<file path="src/rtl/disp_pkg.sv">
// Shared constants for the seven-segment display drivers: the active-low hex
// font and the all-off segment pattern.
package disp_pkg;

    localparam logic [7:0] SSEG_OFF = 8'hFF;

    localparam logic [7:0] SSEG_0 = 8'hC0;
    localparam logic [7:0] SSEG_1 = 8'hF9;
    localparam logic [7:0] SSEG_2 = 8'hA4;
    localparam logic [7:0] SSEG_3 = 8'hB0;
    localparam logic [7:0] SSEG_4 = 8'h99;
    localparam logic [7:0] SSEG_5 = 8'h92;
    localparam logic [7:0] SSEG_6 = 8'h82;
    localparam logic [7:0] SSEG_7 = 8'hF8;
    localparam logic [7:0] SSEG_8 = 8'h80;
    localparam logic [7:0] SSEG_9 = 8'h90;
    localparam logic [7:0] SSEG_A = 8'h88;
    localparam logic [7:0] SSEG_B = 8'h83;
    localparam logic [7:0] SSEG_C = 8'hC6;
    localparam logic [7:0] SSEG_D = 8'hA1;
    localparam logic [7:0] SSEG_E = 8'h86;
    localparam logic [7:0] SSEG_F = 8'h8E;

    // Returns the full 8-bit code with the dp bit off; callers overwrite bit 7.
    function automatic logic [7:0] hex2sseg(input logic [3:0] hex);
        case (hex)
            4'h0:    return SSEG_0;
            4'h1:    return SSEG_1;
            4'h2:    return SSEG_2;
            4'h3:    return SSEG_3;
            4'h4:    return SSEG_4;
            4'h5:    return SSEG_5;
            4'h6:    return SSEG_6;
            4'h7:    return SSEG_7;
            4'h8:    return SSEG_8;
            4'h9:    return SSEG_9;
            4'hA:    return SSEG_A;
            4'hB:    return SSEG_B;
            4'hC:    return SSEG_C;
            4'hD:    return SSEG_D;
            4'hE:    return SSEG_E;
            default: return SSEG_F;
        endcase
    endfunction

endpackage

</file>
<file path="src/rtl/hex_to_sseg.sv">
// Combinational hex-to-segment decoder with active-low decimal point.
module hex_to_sseg
    import disp_pkg::*;
(
    input  logic [3:0] hex,
    input  logic       dp,
    output logic [7:0] sseg
);

    logic [7:0] code;

    always_comb begin
        code = hex2sseg(hex);
        sseg = {~dp, code[6:0]};
    end

endmodule

</file>
<file path="src/rtl/disp_hex_mux_gen.sv">
// Time-multiplexed N-digit hex display driver with frame snapshots,
// leading-zero blanking, per-digit blink, PWM brightness and a frame pulse.
module disp_hex_mux_gen
    import disp_pkg::*;
#(
    parameter int N_DIG   = 8,
    parameter int DIG_W   = 16,
    parameter int BLINK_W = 25
) (
    input  logic               clk,
    input  logic               reset,
    input  logic [4*N_DIG-1:0] hex_in,
    input  logic [N_DIG-1:0]   dp_in,
    input  logic [N_DIG-1:0]   blink_en,
    input  logic               blank_lz,
    input  logic [3:0]         bright,
    output logic [N_DIG-1:0]   an,
    output logic [7:0]         sseg,
    output logic               frame_tick
);

    localparam int IDX_W = (N_DIG > 1) ? $clog2(N_DIG) : 1;
    localparam logic [IDX_W-1:0] IDX_LAST = IDX_W'(N_DIG - 1);

    logic [DIG_W-1:0]   cnt_q, cnt_d;
    logic [IDX_W-1:0]   idx_q, idx_d;
    logic [BLINK_W-1:0] blink_q, blink_d;
    logic [4*N_DIG-1:0] hex_q, hex_d;
    logic [N_DIG-1:0]   dp_q, dp_d;
    logic [N_DIG-1:0]   blk_q, blk_d;
    logic               lz_q, lz_d;
    logic [N_DIG-1:0]   an_q, an_d;
    logic [7:0]         sseg_q, sseg_d;
    logic               tick_q, tick_d;

    logic               frame_end;
    logic [N_DIG-1:0]   lz_mask;
    logic               lz_run;
    logic [3:0]         cur_hex;
    logic               cur_dp;
    logic [7:0]         dec_sseg;
    logic [3:0]         sub;
    logic               lit;

    assign frame_end = (&cnt_q) && (idx_q == IDX_LAST);

    always_comb begin
        cnt_d   = cnt_q + 1'b1;
        blink_d = blink_q + 1'b1;
        idx_d   = idx_q;
        if (&cnt_q)
            idx_d = frame_end ? '0 : idx_q + 1'b1;
        hex_d = hex_q;
        dp_d  = dp_q;
        blk_d = blk_q;
        lz_d  = lz_q;
        if (frame_end) begin
            hex_d = hex_in;
            dp_d  = dp_in;
            blk_d = blink_en;
            lz_d  = blank_lz;
        end
        tick_d = frame_end;
    end

    // Priority chain from the top digit: blanking runs until a nonzero or dp digit.
    always_comb begin
        lz_mask = '0;
        lz_run  = lz_q;
        for (int i = N_DIG - 1; i >= 1; i--) begin
            if (lz_run && (hex_q[4*i +: 4] == 4'd0) && !dp_q[i])
                lz_mask[i] = 1'b1;
            else
                lz_run = 1'b0;
        end
    end

    always_comb begin
        cur_hex = hex_q[4*int'(idx_q) +: 4];
        cur_dp  = dp_q[idx_q];
    end

    hex_to_sseg u_dec (
        .hex  (cur_hex),
        .dp   (cur_dp),
        .sseg (dec_sseg)
    );

    always_comb begin
        sub = cnt_q[DIG_W-1 -: 4];
        lit = (sub <= bright) && !lz_mask[idx_q]
              && !(blink_q[BLINK_W-1] && blk_q[idx_q]);
        an_d   = '1;
        sseg_d = SSEG_OFF;
        if (lit) begin
            an_d[idx_q] = 1'b0;
            sseg_d      = dec_sseg;
        end
    end

    always_ff @(posedge clk or posedge reset) begin
        if (reset) begin
            cnt_q   <= '0;
            idx_q   <= '0;
            blink_q <= '0;
            hex_q   <= '0;
            dp_q    <= '0;
            blk_q   <= '0;
            lz_q    <= 1'b0;
            an_q    <= '1;
            sseg_q  <= SSEG_OFF;
            tick_q  <= 1'b0;
        end else begin
            cnt_q   <= cnt_d;
            idx_q   <= idx_d;
            blink_q <= blink_d;
            hex_q   <= hex_d;
            dp_q    <= dp_d;
            blk_q   <= blk_d;
            lz_q    <= lz_d;
            an_q    <= an_d;
            sseg_q  <= sseg_d;
            tick_q  <= tick_d;
        end
    end

    assign an         = an_q;
    assign sseg       = sseg_q;
    assign frame_tick = tick_q;

endmodule

</file>
<file path="config.mk">
export PLATFORM = sky130hd
export DESIGN_NAME = disp_hex_mux_gen
export DESIGN_NICKNAME = d
export VERILOG_FILES = /design/src/rtl/disp_pkg.sv /design/src/rtl/hex_to_sseg.sv /design/src/rtl/disp_hex_mux_gen.sv
export SDC_FILE = /design/constraint.sdc
export NUM_CORES = 1
export LEC_CHECK = 0
export BUFFER_PORTS_ARGS = -buffer_cell sky130_fd_sc_hd__buf_2
export CAP_MARGIN = 10
export CORE_ASPECT_RATIO = 0.7
export CORE_MARGIN = 4
export CORE_UTILIZATION = 50
export DETAILED_ROUTE_END_ITERATION = 7
export PLACE_DENSITY_LB_ADDON = 0.15
export SYNTH_ARGS = -nofsm -noshare
export SYNTH_HDL_FRONTEND = slang
export SYNTH_SLANG_ARGS = --single-unit
</file>
<file path="constraint.sdc">
create_clock -name clk -period 6.8 [get_ports clk]
set_input_delay 0.34 -clock clk [delete_from_list [all_inputs] [get_ports clk]]
set_output_delay 0.34 -clock clk [all_outputs]
set_load 0.005 [all_outputs]
</file>
**Word-level counts from Yosys, hierarchy flattened**

Memory sizes are Yosys's and may differ from the RTL's.
Cells that the tools add are included.
Widths: inputs -> output; s select.

- Shift operators: 1
- Bitwise logic cells: 2
- Add/subtract/negate cells: 3
- Eq/ne operators: 1
- Multiplexer cells: 24
- Reduce and logical (&&, ||, !) cells: 36
- $lt $le $gt $ge: 3

Operator list:

| operator | number |
|---|---|
| $shiftx 32x6->4 | 1 |
| $logic_not 4->1 | 7 |
| $add 25x1->25 const B | 1 |
| $logic_and 1x1->1 | 19 |
| $mux 1 | 17 |
| $add 16x1->16 const B | 1 |
| $mux 8 | 2 |
| $reduce_and 16->1 | 1 |
| $bmux 1 s3 | 3 |
| $logic_not 1->1 | 9 |
| $not 8->8 | 1 |
| $le 4x4->1 | 1 |
| $lt 3x4->1 const B | 1 |
| $add 3x1->3 const B | 1 |
| $demux 1 s3 | 1 |
| $eq 3x3->1 const B | 1 |
| $ge 3x1->1 const B | 1 |
| $mux 3 | 1 |
| $not 1->1 | 1 |

- Register bits: 110
- Bits in read-only memories: 112
- Input bits: 55
- Memories: 1

Memory list:

| name | depth | bits a word | read ports | clocked after Yosys merged registers in | wr ports | line | RTL |
|---|---|---|---|---|---|---|---|
| (name not given) | 16 | 7 | 1 | 0 | 0 | disp_pkg.sv:26 | `case (hex)` |

**Longest topological paths before layout**

- Depth after elaboration: 28
- Mapped depth: 10
- Gate-level depth less buffers: 8

**Cells and area by module**

From an unflattened synthesis, not the netlist that was laid out.

- Cell total of the unflattened synthesis: 428
- Area, all modules: 5217.5 um^2

By module, submodules not included:

| module | cells an instance | area an instance (um^2) | times used | sequential area each (um^2) |
|---|---|---|---|---|
| disp_hex_mux_gen | 395 | 4938.5 | 1 | 2772.7 |
| hex_to_sseg | 33 | 279.0 | 1 | 0.0 |

**Least setup slack after synthesis**

OpenSTA, ideal clock, no wires.

- Kind: register -> register
- Start: register idx_q[2]
- End: register sseg_q[3] (netlist: sseg[3])
- Data required time: 6.740 ns
- Buffers on the path: 2
- Library setup time: 0.060 ns
- Arrival: 2.452 ns
- Period minus slack after synthesis: 2.512 ns
- Cell stages (with the launch flop): 11
- Path slack: 4.288 ns
- Path through: dfrtp_1 buf_1 clkbuf_1 mux4_2 mux2_2 inv_1 ha_1 nand2_1 o21ai_0 mux2_2 nand2_1

- Cells in the longest elaborated chain, start to end: 6

Ends and longest elaborated chain:

| element | line | RTL |
|---|---|---|
| start, declared | disp_hex_mux_gen.sv:26 | `logic [IDX_W-1:0] idx_q, idx_d;` |
| start signal, assigned | disp_hex_mux_gen.sv:115 | `idx_q <= idx_d;` |
| parallel branches: the longest is 5 deep, another holds $mem_v2 16x7 | - |  |
| $mux 8 (*) | disp_hex_mux_gen.sv:95 | `if (lit) begin` |
| via sseg_d[3] | disp_hex_mux_gen.sv:33 | `logic [7:0] sseg_q, sseg_d;` |
| end signal, assigned | disp_hex_mux_gen.sv:122 | `sseg_q <= sseg_d;` |
| end, declared | disp_hex_mux_gen.sv:33 |  |

Mark *: on every way through the listed nets, which the timed path passes. The select of a mux whose other input is x is not followed.
A chain may end at the register's enable or synchronous reset.

**Worst setup path after layout**

- Start: register cnt_q[0]
- End: register hex_q[1]

- Cells in the longest elaborated chain, start to end: 2

Ends and longest elaborated chain:

| element | line | RTL |
|---|---|---|
| start, declared | disp_hex_mux_gen.sv:25 | `logic [DIG_W-1:0] cnt_q, cnt_d;` |
| start signal, assigned | disp_hex_mux_gen.sv:114 | `cnt_q <= cnt_d;` |
| $reduce_and 16->1 | disp_hex_mux_gen.sv:45 | `assign frame_end = (&cnt_q) && (idx_q == IDX_LAST);` |
| $logic_and 1x1->1 | disp_hex_mux_gen.sv:45 |  |
| end signal, assigned | disp_hex_mux_gen.sv:106 | `hex_q <= '0;` |
| end signal, assigned | disp_hex_mux_gen.sv:117 | `hex_q <= hex_d;` |
| end, declared | disp_hex_mux_gen.sv:28 | `logic [4*N_DIG-1:0] hex_q, hex_d;` |

No other way between the ends.

==> impl_results.html <==
<table>
<tr><th>Metric</th><th>Value</th></tr>
<tr><th colspan="2">Routing</th></tr>
<tr><td>Iteration-0 DRC Markers</td><td>about 230</td></tr>
<tr><td>Vias per cell</td><td>5.33</td></tr>
<tr><td>Routed Antenna Nets</td><td>0</td></tr>
<tr><td>Vias</td><td>3213</td></tr>
<tr><td>Pre-antenna DRT Iters</td><td>4</td></tr>
<tr><td>Routed WL</td><td>9730 um</td></tr>
<tr><td>Remaining routing DRC violations</td><td>0</td></tr>
<tr><td>Final routed wire length divided by cell count</td><td>16.1 um</td></tr>
<tr><th colspan="2">Synth</th></tr>
<tr><td>Register bit total from synthesis</td><td>110</td></tr>
<tr><td>Area of the mapped netlist</td><td>5060 um2</td></tr>
<tr><td>Number of synthesized flops with an enable pin</td><td>0</td></tr>
<tr><td>Leading area contributor after synthesis</td><td>dfrtp_1</td></tr>
<tr><td>Number of synthesis warnings</td><td>0</td></tr>
<tr><td>Synthesized netlist cell count</td><td>~400</td></tr>
<tr><td>Synth unique cells</td><td>43</td></tr>
<tr><td>Yosys top cell area share</td><td>~47%</td></tr>
<tr><td>Share of async-settable or async-resettable flops after synthesis</td><td>100%</td></tr>
<tr><td>Post-synthesis average cell area</td><td>12.6 um2</td></tr>
<tr><td>Share of the yosys chip area belonging to registers</td><td>54.8%</td></tr>
<tr><td>Synthesized net count</td><td>470</td></tr>
<tr><td>Predominant post-synthesis flop cell</td><td>dfrtp_1</td></tr>
<tr><td>Biggest area contributors in the synthesized netlist</td><td>dfrtp_1 47%, mux2_2 12%, dfstp_2 8.3%, xnor2_1 4.2%, ha_1 3.5%</td></tr>
<tr><th colspan="2">STA</th></tr>
<tr><td>Setup TNS after final layout</td><td>0 ns</td></tr>
<tr><td>Setup repair after global routing missed its margin</td><td>false</td></tr>
<tr><td>Maximum achievable frequency</td><td>around 360 MHz</td></tr>
<tr><td>Clock period minus worst slack</td><td>~2.8 ns</td></tr>
<tr><td>Ratio of final minimum period to clock period</td><td>between 40% and 50%</td></tr>
<tr><td>Number of endpoints with negative hold slack in the final report</td><td>0</td></tr>
<tr><td>Headroom to the max-slew limit</td><td>22.6%</td></tr>
<tr><td>Slew @ Worst Pin</td><td>1.16 ns</td></tr>
<tr><td>Number of pins with negative max-slew slack in the final report</td><td>0</td></tr>
<tr><td>Worst clock skew on the final layout</td><td>0.0120 ns</td></tr>
<tr><td>Total setup violations reported at the end of the flow</td><td>0</td></tr>
<tr><th colspan="2">Clock tree</th></tr>
<tr><td>Clk sinks</td><td>110</td></tr>
<tr><td>CTS buffer count</td><td>9</td></tr>
<tr><td>Maximum level of the CTS H-tree</td><td>3</td></tr>
<tr><td>Post-CTS repair timing setup buffer count</td><td>0</td></tr>
<tr><td>Count of hold buffers inserted by post-cts repair</td><td>1</td></tr>
<tr><td>Clock-pin transition on the worst setup and hold timing paths</td><td>0.07 ns</td></tr>
<tr><td>Maximum root-to-sink buffer count</td><td>2</td></tr>
<tr><td>Root buffer cell</td><td>clkbuf_16</td></tr>
<tr><td>Later-pin clock latency in the skew report</td><td>0.35 ns</td></tr>
<tr><td>TritonCTS clock tree</td><td>built</td></tr>
<tr><td>Post-cts gate resize count</td><td>0</td></tr>
<tr><th colspan="2">Worst setup path</th></tr>
<tr><td>WP data required</td><td>roughly 7 ns</td></tr>
<tr><td>Capturing element type of the critical path</td><td>flop</td></tr>
<tr><td>Type of the setup path with the least slack</td><td>reg2reg</td></tr>
<tr><td>Crit start category</td><td>flop</td></tr>
<tr><td>Crit path DAT</td><td>3.01 ns</td></tr>
<tr><td>Crit-path max FO</td><td>50</td></tr>
<tr><th colspan="2">Floorplanning</th></tr>
<tr><td>Die Footprint</td><td>11800 um2</td></tr>
<tr><td>Effective utilization at floorplan</td><td>51.6%</td></tr>
<tr><td>Horizontal die dimension</td><td>between 100 and 150 um</td></tr>
<tr><td>I/O pin count</td><td>72</td></tr>
<tr><td>Floorplan Core Area</td><td>9800 um2</td></tr>
<tr><td>Chip height</td><td>between 90 and 100 um</td></tr>
<tr><td>Row cnt</td><td>30</td></tr>
<tr><th colspan="2">Pwr</th></tr>
<tr><td>Overall power consumption</td><td>1310 uW</td></tr>
<tr><td>Power Dens Cells</td><td>225 nW/um2</td></tr>
<tr><td>Static leakage</td><td>0.00270 uW</td></tr>
<tr><td>Maximum VDD drop</td><td>0.000124 V</td></tr>
<tr><th colspan="2">Place</th></tr>
<tr><td>Final GP Congestion</td><td>0.815</td></tr>
<tr><td>Count of input and output buffers</td><td>71</td></tr>
<tr><td>Post-DP HPWL</td><td>7090 um</td></tr>
<tr><th colspan="2">Global routing</th></tr>
<tr><td>Global-route wire length before repair</td><td>16200 um</td></tr>
<tr><td>Overflow left after global routing</td><td>0</td></tr>
<tr><td>Largest net degree at the start of global routing</td><td>84</td></tr>
<tr><td>Via count of the first global-routing pass</td><td>3208</td></tr>
<tr><td>Initial antenna violation count</td><td>0</td></tr>
<tr><td>Tot GR Track Use</td><td>17.4%</td></tr>
<tr><th colspan="2">Final layout</th></tr>
<tr><td>Register area</td><td>2770 um2</td></tr>
<tr><td>Area occupied by multi-input gates</td><td>roughly 2100 um2</td></tr>
<tr><td>Nets@finish</td><td>roughly 540</td></tr>
<tr><td>Area added between synthesis and finish</td><td>15.5%</td></tr>
<tr><td>Number of fill cells</td><td>slightly above 800</td></tr>
<tr><td>Antenna diode count</td><td>0</td></tr>
<tr><td>Share of post-route cells with drive strength above 1</td><td>between 30 and 40%</td></tr>
<tr><th colspan="2">Job</th></tr>
<tr><td>Max Cap Violations</td><td>0</td></tr>
<tr><th colspan="2">Worst hold path</th></tr>
<tr><td>Tightest Hold Check Type</td><td>in2reg</td></tr>
<tr><th colspan="2">Run status</th></tr>
<tr><td>Status</td><td>completed</td></tr>
</table>
==> kinds of logic (layout without fill, tap and decap cells) <==
kind of cell               Yosys count  in the layout  synth area share, %
xor gates and xnor gates            37             37                 6.41
buffers and inverters               33            107                 2.89
and+or+nand+nor                    110            110                 11.4
DFF                                110            110                 54.8
adders and majority gates           14             14                 3.46
AOI/OAI and AO/OA                   29             29                 4.21
muxes                               68             68                 16.8
==> final cells by class <==
cell class	count	share of cell area, %
clock buffers	10	4.09
flip-flops and latches	110	47.5
inverters	16	1.07
repair buffers	75	6.64
well taps	128	2.74
multi-input cells	258	36.7
clock inverters	6	1.33
==> where the power goes <==
| part | internal, uW | switching, uW |
|---|---|---|
| registers | 677 | 12.8 |
| logic | 38.6 | 37.5 |
| clock network | 303 | 245 |
==> cell usage after synthesis, types with 3 or more instances <==
| library cell | count |
|---|---|
| a221oi_1 | 3 |
| and3_1 | 14 |
| buf_2 | 9 |
| clkbuf_1 | 4 |
| dfrtp_1 | 94 |
| dfstp_2 | 16 |
| ha_1 | 14 |
| inv_1 | 16 |
| mux2_2 | 53 |
| mux2i_1 | 7 |
| mux4_2 | 7 |
| nand2_1 | 21 |
| nand3_1 | 25 |
| nand4_1 | 8 |
| nor2_1 | 17 |
| nor2b_1 | 5 |
| nor3_1 | 4 |
| o211ai_1 | 7 |
| o21a_1 | 4 |
| o21ai_0 | 5 |
| xnor2_1 | 24 |
| xor2_1 | 13 |
==> state kept, by name, indices dropped and copies added, names as in the netlist, 3 cells and up <==
signal,cells
cnt_q,16
blink_q,25
an,8
dp_q,8
idx_q,3
sseg,8
hex_q,32
blk_q,8
==> worst max-delay path, cell delays in order, from the launching register on <==
cell and delay, ns:
dfrtp_1 0.41, ha_1 0.26, and4_1 0.25, and3_1 0.20, and3_1 0.25, nand2_2 0.86, mux2_2 0.43
==> stage by stage <==
stage               setup WS (ns)  hold slack [ns]  util [%]  instance area, um2  instances
global route                 3.86            0.201      59.6                5840        603
finish                       4.02            0.216      59.6                5840        603
floorplan                    3.58            0.436         -                5060        401
global placement             4.10            0.347      56.3                5510        586
detailed placement           4.03            0.354      56.3                5510        586
CTS                          4.03            0.204      59.6                5840        603
==> routing by layer <==
metal,GRT usage (%),share of wire (%)
met5,0,0
met4,3.45,0.67
met3,6.69,7.1
met2,24.2,42
met1,26.0,50
==> path summary, 6_finish.rpt <==
| kind | startpoint | to | slack, ns | cells after the start |
|---|---|---|---|---|
| min | hex_in[5] | hex_q[5]$_DFFE_PP0P_ | 0.22 | 2 |
| min in group asynchronous | reset | blk_q[7]$_DFFE_PP0P_ | 0.52 | 3 |
| max reg2reg | cnt_q[0]$_DFF_PP0_ | hex_q[1]$_DFFE_PP0P_ | 4.02 | 6 |
| max | cnt_q[0]$_DFF_PP0_ | hex_q[1]$_DFFE_PP0P_ | 4.02 | 6 |
| min reg2reg | cnt_q[4]$_DFF_PP0_ | cnt_q[4]$_DFF_PP0_ | 0.47 | 1 |
| max in group asynchronous | reset | hex_q[21]$_DFFE_PP0P_ | 4.97 | 4 |
==> placed cells by master (no fill, tap or decap), drive strengths merged, types with 7 or more instances in the layout <==
cell	netlist	layout
nand4	8	8
dfstp	16	16
xor2	13	13
and3	14	14
buf	13	74
nand3	25	25
inv	16	19
o211ai	7	7
xnor2	24	24
mux2	53	53
mux2i	7	7
dfrtp	94	94
clkbuf	4	10
ha	14	14
mux4	8	8
nor2	17	17
nand2	21	21
(Power assumes the default switching activity.)
